==> src/rtl/accel_spi_reader.sv <==
// accel_spi_reader: ADXL345 SPI master (mode 3) that enables measurement, then burst-reads X
// and publishes a scaled, saturated signed 8-bit sample with a completed/rescan handshake.
module accel_spi_reader #(
    parameter int         CLK_DIV = 25,
    parameter int         CS_GAP  = 50,
    parameter int         SHIFT   = 1,
    parameter logic [7:0] PWR_VAL = 8'h08
) (
    input  logic       i_clk,
    input  logic       i_reset_n,
    input  logic       i_rescan,
    output logic       o_completed,
    output logic [7:0] o_x_reg,
    output logic       o_spi_cs_n,
    output logic       o_spi_sclk,
    output logic       o_spi_mosi,
    input  logic       i_spi_miso
);
    localparam int CNT_MAX = (CS_GAP > CLK_DIV) ? CS_GAP : CLK_DIV;
    localparam int CW      = $clog2(CNT_MAX + 1);

    typedef enum logic [2:0] {INIT_GAP, INIT_WR, GAP, READ, DONE} state_t;

    state_t             r_state, w_state_next;
    logic [CW-1:0]      r_cnt;
    logic [1:0]         r_phase;
    logic [4:0]         r_bit;
    logic [23:0]        r_tx;
    logic [15:0]        r_rx;
    logic [1:0]         r_miso_sync;
    logic               r_cs_n, r_sclk, r_mosi, r_completed;
    logic [7:0]         r_x;
    logic               w_term, w_start, w_rise, w_fall, w_last, w_end;
    logic [23:0]        w_frame;
    logic signed [15:0] w_sample, w_scaled;
    logic [7:0]         w_sat;

    assign w_term = r_cnt == CW'((r_state == INIT_GAP || r_state == GAP) ? CS_GAP - 1 : CLK_DIV - 1);

    // r_phase: 0 = SCLK low half, 1 = SCLK high half, 2 = trailing CS hold after the last bit
    always_comb begin
        w_state_next = r_state;
        w_start      = 1'b0;
        w_rise       = 1'b0;
        w_fall       = 1'b0;
        w_last       = 1'b0;
        w_end        = 1'b0;
        w_frame      = (r_state == GAP) ? {8'hF2, 16'h0000} : {8'h2D, PWR_VAL, 8'h00};
        case (r_state)
            INIT_GAP, GAP: begin
                if (w_term) begin
                    w_state_next = (r_state == GAP) ? READ : INIT_WR;
                    w_start      = 1'b1;
                end
            end
            INIT_WR, READ: begin
                if (w_term) begin
                    w_rise = r_phase == 2'd0;
                    w_fall = r_phase == 2'd1 && r_bit != 5'd0;
                    w_last = r_phase == 2'd1 && r_bit == 5'd0;
                    w_end  = r_phase == 2'd2;
                    if (w_end)
                        w_state_next = (r_state == READ) ? DONE : GAP;
                end
            end
            DONE:    w_state_next = i_rescan ? GAP : DONE;
            default: w_state_next = INIT_GAP;
        endcase
    end

    always_ff @(posedge i_clk) begin
        r_state <= !i_reset_n ? INIT_GAP : w_state_next;
    end

    // DATAX0 arrives first, so it sits in the upper byte of the receive shifter
    assign w_sample = {r_rx[7:0], r_rx[15:8]};
    assign w_scaled = w_sample >>> SHIFT;
    assign w_sat    = (w_scaled > 16'sd127) ? 8'h7F : (w_scaled < -16'sd128) ? 8'h80 : w_scaled[7:0];

    always_ff @(posedge i_clk) begin
        if (!i_reset_n) begin
            r_cnt       <= '0;
            r_phase     <= 2'd0;
            r_bit       <= 5'd0;
            r_tx        <= '0;
            r_rx        <= '0;
            r_miso_sync <= 2'b00;
            r_cs_n      <= 1'b1;
            r_sclk      <= 1'b1;
            r_mosi      <= 1'b0;
            r_completed <= 1'b0;
            r_x         <= 8'h00;
        end else begin
            r_miso_sync <= {r_miso_sync[0], i_spi_miso};
            r_cnt       <= (w_term || r_state == DONE) ? '0 : r_cnt + 1'b1;
            if (w_start) begin
                r_cs_n  <= 1'b0;
                r_sclk  <= 1'b0;
                r_mosi  <= w_frame[23];
                r_tx    <= {w_frame[22:0], 1'b0};
                r_bit   <= (r_state == GAP) ? 5'd23 : 5'd15;
                r_phase <= 2'd0;
            end
            if (w_rise) begin
                r_sclk  <= 1'b1;
                r_rx    <= {r_rx[14:0], r_miso_sync[1]};
                r_phase <= 2'd1;
            end
            if (w_fall) begin
                r_sclk  <= 1'b0;
                r_mosi  <= r_tx[23];
                r_tx    <= {r_tx[22:0], 1'b0};
                r_bit   <= r_bit - 1'b1;
                r_phase <= 2'd0;
            end
            if (w_last)
                r_phase <= 2'd2;
            if (w_end) begin
                r_cs_n <= 1'b1;
                r_mosi <= 1'b0;
                if (r_state == READ) begin
                    r_x         <= w_sat;
                    r_completed <= 1'b1;
                end
            end
            if (r_state == DONE && i_rescan)
                r_completed <= 1'b0;
        end
    end

    assign o_completed = r_completed;
    assign o_x_reg     = r_x;
    assign o_spi_cs_n  = r_cs_n;
    assign o_spi_sclk  = r_sclk;
    assign o_spi_mosi  = r_mosi;
endmodule

==> config.mk <==
export PLATFORM = sky130hd
export DESIGN_NAME = accel_spi_reader
export DESIGN_NICKNAME = d
export VERILOG_FILES = /design/src/rtl/accel_spi_reader.sv
export SDC_FILE = /design/constraint.sdc
export NUM_CORES = 1
export LEC_CHECK = 0
export ABC_CLOCK_PERIOD_IN_PS = 6000
export BUFFER_PORTS_ARGS = -buffer_cell sky130_fd_sc_hd__buf_2
export CORE_MARGIN = 2
export CORE_UTILIZATION = 30
export CTS_BUF_LIST = sky130_fd_sc_hd__clkbuf_4
export DETAILED_ROUTE_END_ITERATION = 10
export HOLD_SLACK_MARGIN = 0.06
export PLACE_DENSITY = 0.47
export SYNTH_ARGS = -nofsm -noshare
export SYNTH_HDL_FRONTEND = slang
export SYNTH_SLANG_ARGS = --single-unit
==> constraint.sdc <==
create_clock -name i_clk -period 6 [get_ports i_clk]
set_clock_uncertainty 0.2 [all_clocks]
set_input_delay 0.3 -clock i_clk [delete_from_list [all_inputs] [get_ports i_clk]]
set_output_delay 0.3 -clock i_clk [all_outputs]
set_load 0.02 [all_outputs]
==> results.ini <==
[global_routing]
grt_start_max_net_pins = 57
track_usage = 0.128
antenna_found_initial = 0
grt_pass1_wl_um = 8990
gr-total-overflow = 0
grt_pass1_vias = 1810

[synth]
yosys-top-cells-area = dfxtp_1, nand2_1, mux2i_1, nor2_1, nand3_1
synth_nets = 286
synth_top_area_share = 0.465
avgSynthCellArea_um2 = 8.91
synth_top_cell_by_area = dfxtp_1
synthCells = 280
ys_seq_area_frac = 0.465
netlist-cell-type-count = 48
syn-cell-area_um2 = 2500
yosys_register_bits = 58
yosysWarnings = 0
synth-async-reset-ratio = 0
synth_ff_type = dfxtp_1
synth-edff-count = 0

[power_and_ir_drop]
p_per_area_nw_per_um2 = 259
ir_drop_mv = 0.0797
p_leak_nw = 1.05
swShare = 0.233
p_switching_uw = 170
power_frac_seq = 0.534
combPwrFrac = 0.022
power.internal_uw = 560
pwr-share-clk = 0.445

[timing]
tightest_slew_ns = 0.984
slew_violations = 0
setup_viol = 0
hold_slack_ns = 0.240
final_hold_viol_count = 0
post-route-period-util = 0.390
rsz0062_at_grt = false
finalCriticalPeriod_ns = 2.34
slew_headroom = 0.344
tns_ns = 0
fmax_mhz = 427

[routing]
drtIter0Drc = 89
wl_per_cell_um = 13.0
dr.pass1.iters = 4
vias = 2017
routed_via_density = 4.99
drcViolationCount = 0
routed_wl_um = 5260
drtAntennaViolNets = 0

[floorplanning]
die_area_um2 = 9070
rows = 33
fp.dieH_um = 95.2
ios = 16
core_area_um2 = 8130
die_w_um = 95.2
initial_core_util = 0.307

[worst_hold_path]
min_from = r_miso_sync[1]$_SDFF_PN0_
holdPathStages = 2
min_to = r_rx[0]$_SDFFE_PN0P_
hold_class = reg -> reg

[critical_path]
rr_worst_depth = 5
r2r-start = r_state[2]$_SDFFE_PN0P_
end_kind = flop
cp-startpoint = r_state[2]$_SDFFE_PN0P_
critPathRequiredTime_ns = 6.11
critPathKind = reg -> reg
reg2reg_slack_ns = 3.66
start_kind = flop
r2r_end = r_tx[21]$_SDFFE_PN0P_
cp_max_fo = 16
crit_arrival_ns = 2.45

[clocking]
clk_latency_ns = 0.40
htreeDepth = 3
tritoncts = done
holdBufCountCts = 2
postCtsSetupBuffers = 0
cts_sinks = 58
numCtsBuffers = 9
clockBufferDepth = 2
clk_pin_slew_ns = 0.10
cts_resized = 0
root_buffer = clkbuf_4

[layout]
multi_input_area_um2 = 1210
final_nets = 300
syn2layout_area_growth_pct = 12.8
mostFrequentLayoutCell = dfxtp_1
drive_above_1_share = 0.151
mostFrequentLayoutCells = dfxtp_1, nand2_1, nor2_1, nand3_1, buf_2
antenna_cells = 0
nFillCells = 845
largest_register_ffs = 16
regArea_um2 = 1160

[placement]
dp_hpwl_um = 3390
portBuffers = 15
gp_congestion = 0.740

[status]
status = complete, no violations

[run]
cap_violations = 0

==> cell usage after synthesis, types with 3 or more instances <==
cell type	n
o21ai_0	14
o22ai_1	6
clkbuf_1	8
buf_2	4
nand3_1	17
inv_1	13
a21oi_1	10
a211oi_1	5
dfxtp_1	58
o31ai_1	9
mux2i_1	13
xnor2_1	3
o211ai_1	3
nor2_1	23
nand2_1	42
nand4_1	3
nor3_1	4
o2111ai_1	7
==> worst max path at each step <==
stage,slack (ns),to,cells past startpoint
after floorplan,4.00,o_spi_mosi$_SDFFE_PP0P_,8
after global placement,3.71,r_tx[19]$_SDFFE_PN0P_,5
after detailed placement,3.65,r_tx[21]$_SDFFE_PN0P_,5
after CTS,3.63,r_tx[21]$_SDFFE_PN0P_,5
after global routing,3.40,r_tx[19]$_SDFFE_PN0P_,5
final,3.66,r_tx[21]$_SDFFE_PN0P_,5
==> layer usage <==
layer,wire (um),vias to the layer above,GRT usage
li1,-,1027,-
met1,2740,947,0.181
met2,2250,31,0.183
met3,134,12,0.0213
met4,136,0,0.0725
met5,0,-,0
==> worst max-delay path, cell delays in order, from the launching register on <==
cell      delay, ns
dfxtp_1        0.52
or2_0          0.41
a22oi_2        0.18
a211oi_4       0.62
nor2_1         0.08
a211oi_1       0.24
==> kinds of logic after synthesis <==
kind of cell	Yosys count	synth area share
mux	13	0.0521
simple gates	105	0.207
compound gates	69	0.198
flops	58	0.465
buf+inv	28	0.0501
fa+ha+maj	2	0.0100
xor+xnor	5	0.0175
==> power groups by stage <==
stage,clock [mW],sequential [mW],combinational [mW]
after floorplan,0,0.398,0.0115
after global placement,0,0.398,0.0150
after detailed placement,0,0.399,0.0151
after CTS,0.338,0.390,0.0161
after global routing,0.357,0.390,0.0174
final,0.325,0.390,0.0157
==> metrics by stage <==
step            util  setup slack, ns  power, mW  std cells  cell area [um^2]
2_1_floorplan      -             4.00      0.409        280              2500
3_3_place_gp   0.324             3.71      0.413        386              2630
3_5_place_dp   0.324             3.65      0.414        386              2630
4_1_cts        0.346             3.63      0.744        404              2820
5_1_grt        0.346             3.40      0.765        404              2820
6_report       0.346             3.66      0.730        404              2820
==> cell type report <==
cell class                      instances  share of cell area
Clock buffer                            9              0.0240
Inverter                               13              0.0173
Timing Repair Buffer                   18              0.0364
Sequential cell                        58               0.412
Clock inverter                          7              0.0333
Multi-Input combinational cell        194               0.430
Tap cell                              105              0.0467
No activity file was read; power rests on OpenSTA's default activity.
